===== config.mk =====
export PLATFORM = sky130hd
export DESIGN_NAME = aib_axi_link_bringup_ctrl
export DESIGN_NICKNAME = d
export VERILOG_FILES = /design/src/rtl/aib_axi_link_bringup_ctrl.sv
export SDC_FILE = /design/constraint.sdc
export NUM_CORES = 1
export LEC_CHECK = 0
export BUFFER_PORTS_ARGS = -buffer_cell sky130_fd_sc_hd__buf_2
export CAP_MARGIN = 20
export CORE_AREA = 2 2 104 106
export CTS_CLUSTER_DIAMETER = 80
export DETAILED_ROUTE_END_ITERATION = 6
export DIE_AREA = 0 0 106 108
export GPL_TIMING_DRIVEN = 1
export PLACE_DENSITY = 0.77
export SYNTH_ARGS = -nofsm -noshare
export SYNTH_HDL_FRONTEND = slang
export SYNTH_SLANG_ARGS = --single-unit

===== constraint.sdc =====
create_clock -name clk_wr -period 6.9 [get_ports clk_wr]
set_input_delay 0.69 -clock clk_wr [delete_from_list [all_inputs] [get_ports clk_wr]]
set_output_delay 0.69 -clock clk_wr [all_outputs]
set_load 0.05 [all_outputs]

===== src/rtl/aib_axi_link_bringup_ctrl.sv =====
// rtl/aib_axi_link_bringup_ctrl.sv - AIB-to-AXI bridge link bring-up sequencer
//
// Purpose: streams a config table over AVMM, releases the near-side adapter
// reset, raises near-side MAC ready, then waits for far-side MAC ready and
// RX alignment. Opens the AXI bridge only while the link is up; retries
// with a reset backoff on timeout or link drop, giving up after MAX_RETRY.
//
// Ports:
//   clk_wr, rst_wr          clock, synchronous active-high reset
//   start                   level request: 1 = bring up / keep up, 0 = shut down
//   cfg_table               NUM_CFG entries of {addr[16:0], wdata[31:0]}
//   avmm_*                  AVMM config write master (byte_en tied 4'hF)
//   ns_adapter_rstn         near-side adapter reset, active low
//   ns_mac_rdy              near-side MAC ready
//   fs_mac_rdy              far-side MAC ready (async, synchronised here)
//   rx_align_done           RX alignment done (async, synchronised here)
//   axi_en                  AXI traffic enable, high only in LINK_UP
//   link_fail               high only in FAIL
//   state                   current FSM state
//   retry_cnt               consecutive BACKOFF entries since the last LINK_UP
//   linkup_cnt, drop_cnt    saturating statistics (AIB_BRINGUP_STATS_EN only)
//
// Optional feature macro: AIB_BRINGUP_STATS_EN

module aib_axi_link_bringup_ctrl #(
  parameter int NUM_CFG     = 4,
  parameter int RSTN_DLY    = 16,
  parameter int TIMEOUT     = 1024,
  parameter int BACKOFF_CYC = 64,
  parameter int MAX_RETRY   = 3
) (
  input  logic                                         clk_wr,
  input  logic                                         rst_wr,
  input  logic                                         start,
  input  logic [((NUM_CFG > 0) ? NUM_CFG : 1)*49-1:0] cfg_table,
  output logic [16:0]                                  avmm_addr,
  output logic [3:0]                                   avmm_byte_en,
  output logic                                         avmm_write,
  output logic [31:0]                                  avmm_wdata,
  input  logic                                         avmm_waitreq,
  output logic                                         ns_adapter_rstn,
  output logic                                         ns_mac_rdy,
  input  logic                                         fs_mac_rdy,
  input  logic                                         rx_align_done,
  output logic                                         axi_en,
  output logic                                         link_fail,
  output logic [2:0]                                   state,
  output logic [3:0]                                   retry_cnt
`ifdef AIB_BRINGUP_STATS_EN
  ,
  output logic [15:0]                                  linkup_cnt,
  output logic [15:0]                                  drop_cnt
`endif
);

  localparam logic [2:0] S_IDLE       = 3'd0;
  localparam logic [2:0] S_CFG        = 3'd1;
  localparam logic [2:0] S_RST_REL    = 3'd2;
  localparam logic [2:0] S_MAC_RDY    = 3'd3;
  localparam logic [2:0] S_WAIT_ALIGN = 3'd4;
  localparam logic [2:0] S_LINK_UP    = 3'd5;
  localparam logic [2:0] S_BACKOFF    = 3'd6;
  localparam logic [2:0] S_FAIL       = 3'd7;

  localparam int TMAX = (RSTN_DLY > TIMEOUT)
                        ? ((RSTN_DLY > BACKOFF_CYC) ? RSTN_DLY : BACKOFF_CYC)
                        : ((TIMEOUT > BACKOFF_CYC) ? TIMEOUT : BACKOFF_CYC);
  localparam int TW       = $clog2(TMAX + 1);
  localparam int IDX_W    = (NUM_CFG > 1) ? $clog2(NUM_CFG) : 1;
  localparam int LAST_IDX = (NUM_CFG > 0) ? NUM_CFG - 1 : 0;

  logic [2:0]       state_n;
  logic [IDX_W-1:0] idx, idx_n;
  logic [TW-1:0]    timer, timer_ld;
  logic [48:0]      entry_n;
  logic             fs_s1, fs_sync, al_s1, align_sync;
  logic             timer_done;

  assign avmm_byte_en = 4'hF;
  assign timer_done   = (timer == '0);
  assign entry_n      = cfg_table[49*int'(idx_n) +: 49];

  always_comb begin
    state_n = state;
    idx_n   = idx;
    case (state)
      S_IDLE: begin
        if (start) begin
          idx_n   = '0;
          state_n = (NUM_CFG == 0) ? S_RST_REL : S_CFG;
        end
      end
      S_CFG: begin
        // start is deliberately ignored: a half-written table is never left behind
        if (avmm_write && !avmm_waitreq) begin
          if (idx == IDX_W'(LAST_IDX)) state_n = S_RST_REL;
          else                         idx_n   = idx + 1'b1;
        end
      end
      S_RST_REL:    if (timer_done) state_n = S_MAC_RDY;
      S_MAC_RDY: begin
        if (fs_sync)         state_n = S_WAIT_ALIGN;
        else if (timer_done) state_n = S_BACKOFF;
      end
      S_WAIT_ALIGN: begin
        if (align_sync)                  state_n = S_LINK_UP;
        else if (timer_done || !fs_sync) state_n = S_BACKOFF;
      end
      S_LINK_UP:    if (!fs_sync || !align_sync) state_n = S_BACKOFF;
      S_BACKOFF: begin
        // retry_cnt already holds the count including this entry
        if (retry_cnt >= 4'(MAX_RETRY)) state_n = S_FAIL;
        else if (timer_done)            state_n = S_RST_REL;
      end
      S_FAIL:       if (!start) state_n = S_IDLE;
      default:      state_n = S_IDLE;
    endcase
    // Shutdown request overrides every other transition outside IDLE/CFG/FAIL
    if (!start && (state >= S_RST_REL) && (state <= S_BACKOFF)) state_n = S_IDLE;
  end

  // Dwell time minus one, loaded whenever a state is entered
  always_comb begin
    case (state_n)
      S_RST_REL:                timer_ld = TW'(RSTN_DLY - 1);
      S_MAC_RDY, S_WAIT_ALIGN:  timer_ld = TW'(TIMEOUT - 1);
      S_BACKOFF:                timer_ld = TW'(BACKOFF_CYC - 1);
      default:                  timer_ld = '0;
    endcase
  end

  always_ff @(posedge clk_wr) begin
    if (rst_wr) begin
      state           <= S_IDLE;
      idx             <= '0;
      timer           <= '0;
      fs_s1           <= 1'b0;
      fs_sync         <= 1'b0;
      al_s1           <= 1'b0;
      align_sync      <= 1'b0;
      avmm_write      <= 1'b0;
      avmm_addr       <= '0;
      avmm_wdata      <= '0;
      ns_adapter_rstn <= 1'b0;
      ns_mac_rdy      <= 1'b0;
      axi_en          <= 1'b0;
      link_fail       <= 1'b0;
      retry_cnt       <= '0;
    end else begin
      fs_s1      <= fs_mac_rdy;
      fs_sync    <= fs_s1;
      al_s1      <= rx_align_done;
      align_sync <= al_s1;

      state <= state_n;
      idx   <= idx_n;
      if (state_n != state)  timer <= timer_ld;
      else if (!timer_done)  timer <= timer - TW'(1);

      // Outputs are registered from the next state so they line up with state
      avmm_write      <= (state_n == S_CFG);
      avmm_addr       <= (state_n == S_CFG) ? entry_n[48:32] : 17'd0;
      avmm_wdata      <= (state_n == S_CFG) ? entry_n[31:0]  : 32'd0;
      ns_adapter_rstn <= (state_n >= S_RST_REL) && (state_n <= S_LINK_UP);
      ns_mac_rdy      <= (state_n >= S_MAC_RDY) && (state_n <= S_LINK_UP);
      axi_en          <= (state_n == S_LINK_UP);
      link_fail       <= (state_n == S_FAIL);

      if (state_n == S_IDLE || state_n == S_LINK_UP)
        retry_cnt <= '0;
      else if (state_n == S_BACKOFF && state != S_BACKOFF)
        retry_cnt <= retry_cnt + 4'd1;
    end
  end

`ifdef AIB_BRINGUP_STATS_EN
  always_ff @(posedge clk_wr) begin
    if (rst_wr) begin
      linkup_cnt <= '0;
      drop_cnt   <= '0;
    end else begin
      if (state_n == S_LINK_UP && state != S_LINK_UP && linkup_cnt != 16'hFFFF)
        linkup_cnt <= linkup_cnt + 16'd1;
      if (state == S_LINK_UP && state_n == S_BACKOFF && drop_cnt != 16'hFFFF)
        drop_cnt <= drop_cnt + 16'd1;
    end
  end
`endif

endmodule


# Word-level counts from Yosys, hierarchy flattened
# Cells that the tools add are included.
[classes] n_bitwise=1 n_eq_ne=18 n_addsub=3 magnitude_cmp=6 reduce_logical=19 mux=21 multipliers=1 shifts=1
[op_table] cell="$shiftx A196 B9 Y49" count=1
[op_table] cell="$mux W3" count=13
[op_table] cell="$pmux W10 S3" count=1
[op_table] cell="$eq A3 B3 Y1 const B" count=8
[op_table] cell="$pmux W3 S8" count=1
[op_table] cell="$mux W11" count=2
[op_table] cell="$eq A3 B2 Y1 const B" count=4
[op_table] cell="$logic_not A11 Y1" count=1
[op_table] cell="$sub A11 B1 Y11 const B" count=1
[op_table] cell="$ge A3 B2 Y1 const B" count=3
[op_table] cell="$mul A6 B2 Y8 const A" count=1
[op_table] cell="$eq A3 B1 Y1 const B" count=2
[op_table] cell="$le A3 B3 Y1 const B" count=2
[op_table] cell="$logic_and A1 B1 Y1" count=6
[op_table] cell="$logic_not A3 Y1" count=2
[op_table] cell="$mux W2" count=3
[op_table] cell="$reduce_or A2 Y1" count=3
[op_table] cell="$add A4 B1 Y4 const B" count=1
[op_table] cell="$ge A4 B2 Y1 const B" count=1
[op_table] cell="$logic_not A1 Y1" count=4
[op_table] cell="$pmux W2 S2" count=1
[op_table] cell="$logic_or A1 B1 Y1" count=3
[op_table] cell="$ne A3 B3 Y1" count=1
[op_table] cell="$ne A3 B3 Y1 const B" count=1
[op_table] cell="4 further kinds" count=4
[totals] input_bits=202 out_inout_bits=65 wordCells=85 ff_bits=78

# Longest topological paths before layout
[logic_depth] depth_word=10 mapped_depth=11 mapped_depth_nobuf=10

# Worst setup path after synthesis
# No wires, ideal clock.
[synth_path] path_type="reg-to-reg" startpoint="register state[0]" endpoint="register avmm_wdata[10]" arrival_time_ns=2.617 slack_ns=4.167 path_stages_with_launch=9 period_less_slack_ns=2.733 required_time_ns=6.785 path_buffers=4 setup_ns=0.115 path_cell_list="dfxtp_1 buf_2 buf_2 nand4_1 nand2_1 buf_2 buf_2 mux4_2 and3_1"
[synth_via] elab_chain_cells=7 elab_cells_between_ends=32 classes_between="mul (1); order compare (2); eq/ne (8); shift (1); mux (15); bitwise (1); reduce/logical (4)"
[synth_rtl] element="from (decl)" line="47" rtl="output logic [2:0] state,"
[synth_rtl] element="from (signal assigned)" line="155" rtl="state <= state_n;"
[synth_rtl] element="branches (longest 7 deep; another with $mul A6 B2 Y8)"
[synth_rtl] element="to (signal assigned)" line="163" rtl="avmm_wdata <= (state_n == S_CFG) ? entry_n[31:0] : 32'd0;"
[synth_rtl] element="to (decl)" line="39" rtl="output logic [31:0] avmm_wdata,"
# Parallel ways; which one is timed is not known.
# A chain may end at the register's enable or synchronous reset.

# Worst setup path in the final report
[layout_path] startpoint="register timer[0]" endpoint="register avmm_addr[14]"
[layout_via] elab_chain_cells=9 elab_cells_between_ends=14 classes_between="eq/ne (1); mux (9); bitwise (1); reduce/logical (3)"
[layout_rtl] element="from (decl)" line="74" rtl="logic [TW-1:0] timer, timer_ld;"
[layout_rtl] element="from (signal assigned)" line="157" rtl="if (state_n != state) timer <= timer_ld;"
[layout_rtl] element="from (signal assigned)" line="158" rtl="else if (!timer_done) timer <= timer - TW'(1);"
[layout_rtl] element="$logic_not A11 Y1 *" line="80" rtl="assign timer_done = (timer == '0);"
[layout_rtl] element="$logic_or A1 B1 Y1" line="107" rtl="else if (timer_done || !fs_sync) state_n = S_BACKOFF;"
[layout_rtl] element="$mux W3" line="107"
[layout_rtl] element="$mux W3" line="106" rtl="if (align_sync) state_n = S_LINK_UP;"
[layout_rtl] element="$pmux W3 S8 *" line="86" rtl="case (state)"
[layout_rtl] element="$mux W3 *" line="119" rtl="if (!start && (state >= S_RST_REL) && (state <= S_BACKOFF)) state_n = S_IDLE;"
[layout_rtl] element="named net state_n[2]" line="72" rtl="logic [2:0] state_n;"
[layout_rtl] element="$eq A3 B1 Y1 *" line="162" rtl="avmm_addr <= (state_n == S_CFG) ? entry_n[48:32] : 17'd0;"
[layout_rtl] element="$not A1 Y1 (no source line) *"
[layout_rtl] element="$reduce_or A2 Y1 (no source line) *"
[layout_rtl] element="to (signal assigned)" line="162"
[layout_rtl] element="to (decl)" line="36" rtl="output logic [16:0] avmm_addr,"
# Mark *: on every way through the listed nets, which the timed path passes. The rest lies on a longest branch.

==> impl_metrics.py <==
metrics = {
    "outcome": {
        "status": "completed",
    },
    "timing": {
        "drv_slew": 0,
        "grt_setup_unrepaired": "false",
        "post-route-period-util_pct": 48.1,
        "setup_violations": 0,
        "hold_viol": 0,
        "tns_ns": 0,
        "slew-limit-headroom_pct": 35.2,
        "fin_crit_ns": 3.32,
        "timing.fmax_mhz": 301,
        "fin_skew_ns": 0.0165,
        "worst-slew-pin-transition_ns": 0.972,
    },
    "critical_path": {
        "critPathTopFamily": "simple AND/OR/NAND/NOR gates",
        "critPathMaxStageDelay_ns": 0.51,
        "start_kind": "flip-flop",
        "cp_slowest_cell": "a221oi_2",
        "cp_max_fo": 36,
        "end_kind": "flip-flop",
        "r2r-start": "timer[0]",
        "worst-setup-path-type": "flip-flop to flip-flop",
        "cp.arrival_ns": 3.60,
        "ff2ff_setup_slack_ns": 3.58,
        "path_cells": "inv_1 -> ha_1 -> nor3b_2 -> nand4_1 -> a221oi_2 -> or2_4 -> inv_2 -> nor2_2 -> buf_4 -> and3_1",
        "critPathRequiredTime_ns": 7.18,
        "startpoint": "timer[0]",
        "r2r.worst_path.cells": 10,
        "cp.depth": 10,
        "endpoint": "avmm_addr[14]",
        "r2r-end": "avmm_addr[14]",
        "worst-path-buf-inv": 3,
    },
    "cts": {
        "htreeDepth": 3,
        "clkLatencyLatePin_ns": 0.35,
        "clockRootBuffer": "clkbuf_8",
        "postCtsSetupBuffers": 0,
        "clock_path_buffers": 2,
        "cts_tree": "done",
        "cts.reportedPaths.clkPinSlew_ns": 0.08,
        "ctsHoldBuffers": 0,
        "cts-buffers-inserted": 9,
        "cts.sinks": 78,
        "cts-resized-gates": 0,
    },
    "power_and_ir_drop": {
        "vdd_drop_max_mv": 0.0813,
        "power_leakage_nw": 2.84,
        "powerDensity_mw_per_mm2": 185,
    },
    "die": {
        "die_w_um": 106,
        "die_area_mm2": 0.0114,
        "core-area_mm2": 0.0102,
        "rows": 37,
        "start_util_pct": 40.7,
        "fp.dieH_um": 108,
        "io_pins": 267,
    },
    "run": {
        "maxCapViolations": 0,
    },
    "global_route": {
        "grt_max_degree": 53,
        "grt_pass1_wl_mm": 23.0,
        "grt_usage_pct": 27.3,
        "overflow": 0,
        "grt_pass1_vias": 4118,
        "antenna_found_initial": 5,
    },
    "place": {
        "placed_cell_area_mm2": 0.00554,
        "portBuffers": 262,
        "gp_congestion": 1.05,
        "dp_hpwl_mm": 13.0,
    },
    "logic_synthesis": {
        "ys_seq_area_share_pct": 37.5,
        "synth_flop_cell": "dfxtp_1",
        "avgSynthCellArea_um2": 11.3,
        "synth_edf_count": 0,
        "ys_types": 58,
        "synth_cells": 368,
        "synth-seq-cells": 78,
        "syn_area_mm2": 0.00416,
        "ys.warnings.count": 0,
        "async_reset_ff_share_pct": 0,
    },
    "finish": {
        "final_cell_area_mm2": 0.00574,
        "ff_latch_area_mm2": 0.00156,
        "drive_gt1_share_pct": 55.9,
        "n_fill_cell": 925,
        "nNetsFinal": 819,
        "multi_input_area_mm2": 0.00243,
        "area_growth_pct": 37.9,
    },
    "drt": {
        "drc": 0,
        "num_vias": 4183,
        "vias_per_cell": 5.53,
        "routed_wl_mm": 16.2,
        "drt_iter0_drc": 274,
        "dr.pass1.iters": 4,
        "ant_nets": 0,
        "wl_per_cell_um": 21.4,
    },
    "min_path": {
        "min_path_type": "flip-flop to flip-flop",
    },
}
[worst register-to-register path: cells and delay by family, from the launching register on]
family / cells / cell delay, ns
compound gates: 1 / 0.51
fa+ha+maj: 1 / 0.18
flops: 1 / 0.33
buf+inv: 3 / 0.55
simple gates: 5 / 1.70
[synth_stat cells, types with 2 or more instances]
library cell	number	area, um2
dfxtp_1	78	1560
o21ai_0	2	10.0
and4_1	2	17.5
nand4_1	4	25.0
inv_1	12	45.0
nand2b_1	5	31.3
mux4_2	49	1100
nor4_1	2	12.5
and3_1	52	325
nand3_1	3	15.0
nand3b_1	4	30.0
o22ai_1	3	18.8
nand2_1	16	60.1
mux2_2	2	22.5
nor2_1	17	63.8
nor2b_1	9	56.3
o211ai_1	3	22.5
xnor2_1	10	87.6
o21bai_1	4	30.0
clkbuf_1	14	52.6
o21ai_1	2	10.0
nor3_1	8	40.0
buf_2	13	65.1
buf_4	4	30.0
xor2_1	3	26.3
a21oi_1	13	65.1
ha_1	3	37.5
[stage by stage]
step           cells  power, mW  utilization (%)  hold slack (ns)  setup WS (ns)
2_1_floorplan    371      0.622                -            0.414           4.17
3_3_place_gp     739      0.714             54.1            0.425           3.80
3_5_place_dp     739      0.718             54.1            0.428           3.65
4_1_cts          755       1.06             56.1            0.446           3.62
5_1_grt          755       1.10             56.1            0.467           3.31
6_report         756       1.06             56.1            0.443           3.58
[routing by layer]
metal	share of wire [%]	routed length, um	up-vias	GRT usage (%)
met5	0.35	57	-	0
met4	2.2	361	8	7.71
met3	12	1890	33	11.1
met2	47	7540	247	42.8
met1	39	6300	2018	35.1
li1	-	-	1877	-
[cells by family (layout without fill, tap and decap cells)]
family                   Yosys count  in the layout  synth area share [%]
adder cells (fa/ha/maj)            3              3                 0.902
flip-flops                        78             78                  37.5
XOR/XNOR                          13             13                  2.74
AND/OR/NAND/NOR                  133            133                  19.1
multiplexers                      52             52                  27.3
AO/OA/AOI/OAI                     43             43                  7.58
buffers and inverters             45            293                  4.81
other                              1              5                0.0901
[flip-flops by register name (all words and copies together) (netlist names)]
register and count:
link_fail 1, ns_mac_rdy 1, avmm_addr 17, fs_sync 1, axi_en 1, avmm_wdata 32, avmm_write 1, state 3
retry_cnt 4, ns_adapter_rstn 1, idx 2, al_s1 1, align_sync 1, timer 11, fs_s1 1
[layout make-up]
| type | count | area share (%) |
|---|---|---|
| Clock buffer | 12 | 2.70 |
| Clock inverter | 4 | 0.785 |
| Tap cell | 136 | 2.96 |
| Inverter | 13 | 0.850 |
| Multi-Input combinational cell | 248 | 42.3 |
| Timing Repair Buffer | 264 | 23.1 |
| Sequential cell | 78 | 27.2 |
| Antenna cell | 1 | 0.0436 |
[worst min-delay path by stage]
| stage | start | to | slack, ns | cells after the start |
|---|---|---|---|---|
| 3_3_place_gp | al_s1 | align_sync | 0.42 | 1 |
| 5_1_grt | fs_s1 | fs_sync | 0.47 | 1 |
| 6_report | fs_s1 | fs_sync | 0.44 | 1 |
| 2_1_floorplan | al_s1 | align_sync | 0.41 | 1 |
| 3_5_place_dp | fs_s1 | fs_sync | 0.43 | 1 |
| 4_1_cts | fs_s1 | fs_sync | 0.45 | 1 |
[power breakdown]
group	internal, mW	switching [mW]
logic	0.0925	0.138
clock network	0.186	0.167
registers	0.470	0.00910
total	0.748	0.315
[cells in the final DEF, fill, tap and decap left out, types with 3 or more instances in the layout]
cell and n:
a21oi_1 13, nor2_1 16, dfxtp_1 78, nand3b_1 4, nor3_1 7, nand4_1 4, and3_1 52, o22ai_1 3
nand2_1 15, clkinv_2 3, o211ai_1 3, conb_1 4, nand3_1 3, nand2b_1 5, o21bai_1 4, xor2_1 3
xnor2_1 10, ha_1 3, buf_2 262, mux4_2 49, clkbuf_8 11, nor2b_1 9, inv_1 12
No activity file was read; power rests on OpenSTA's default activity.
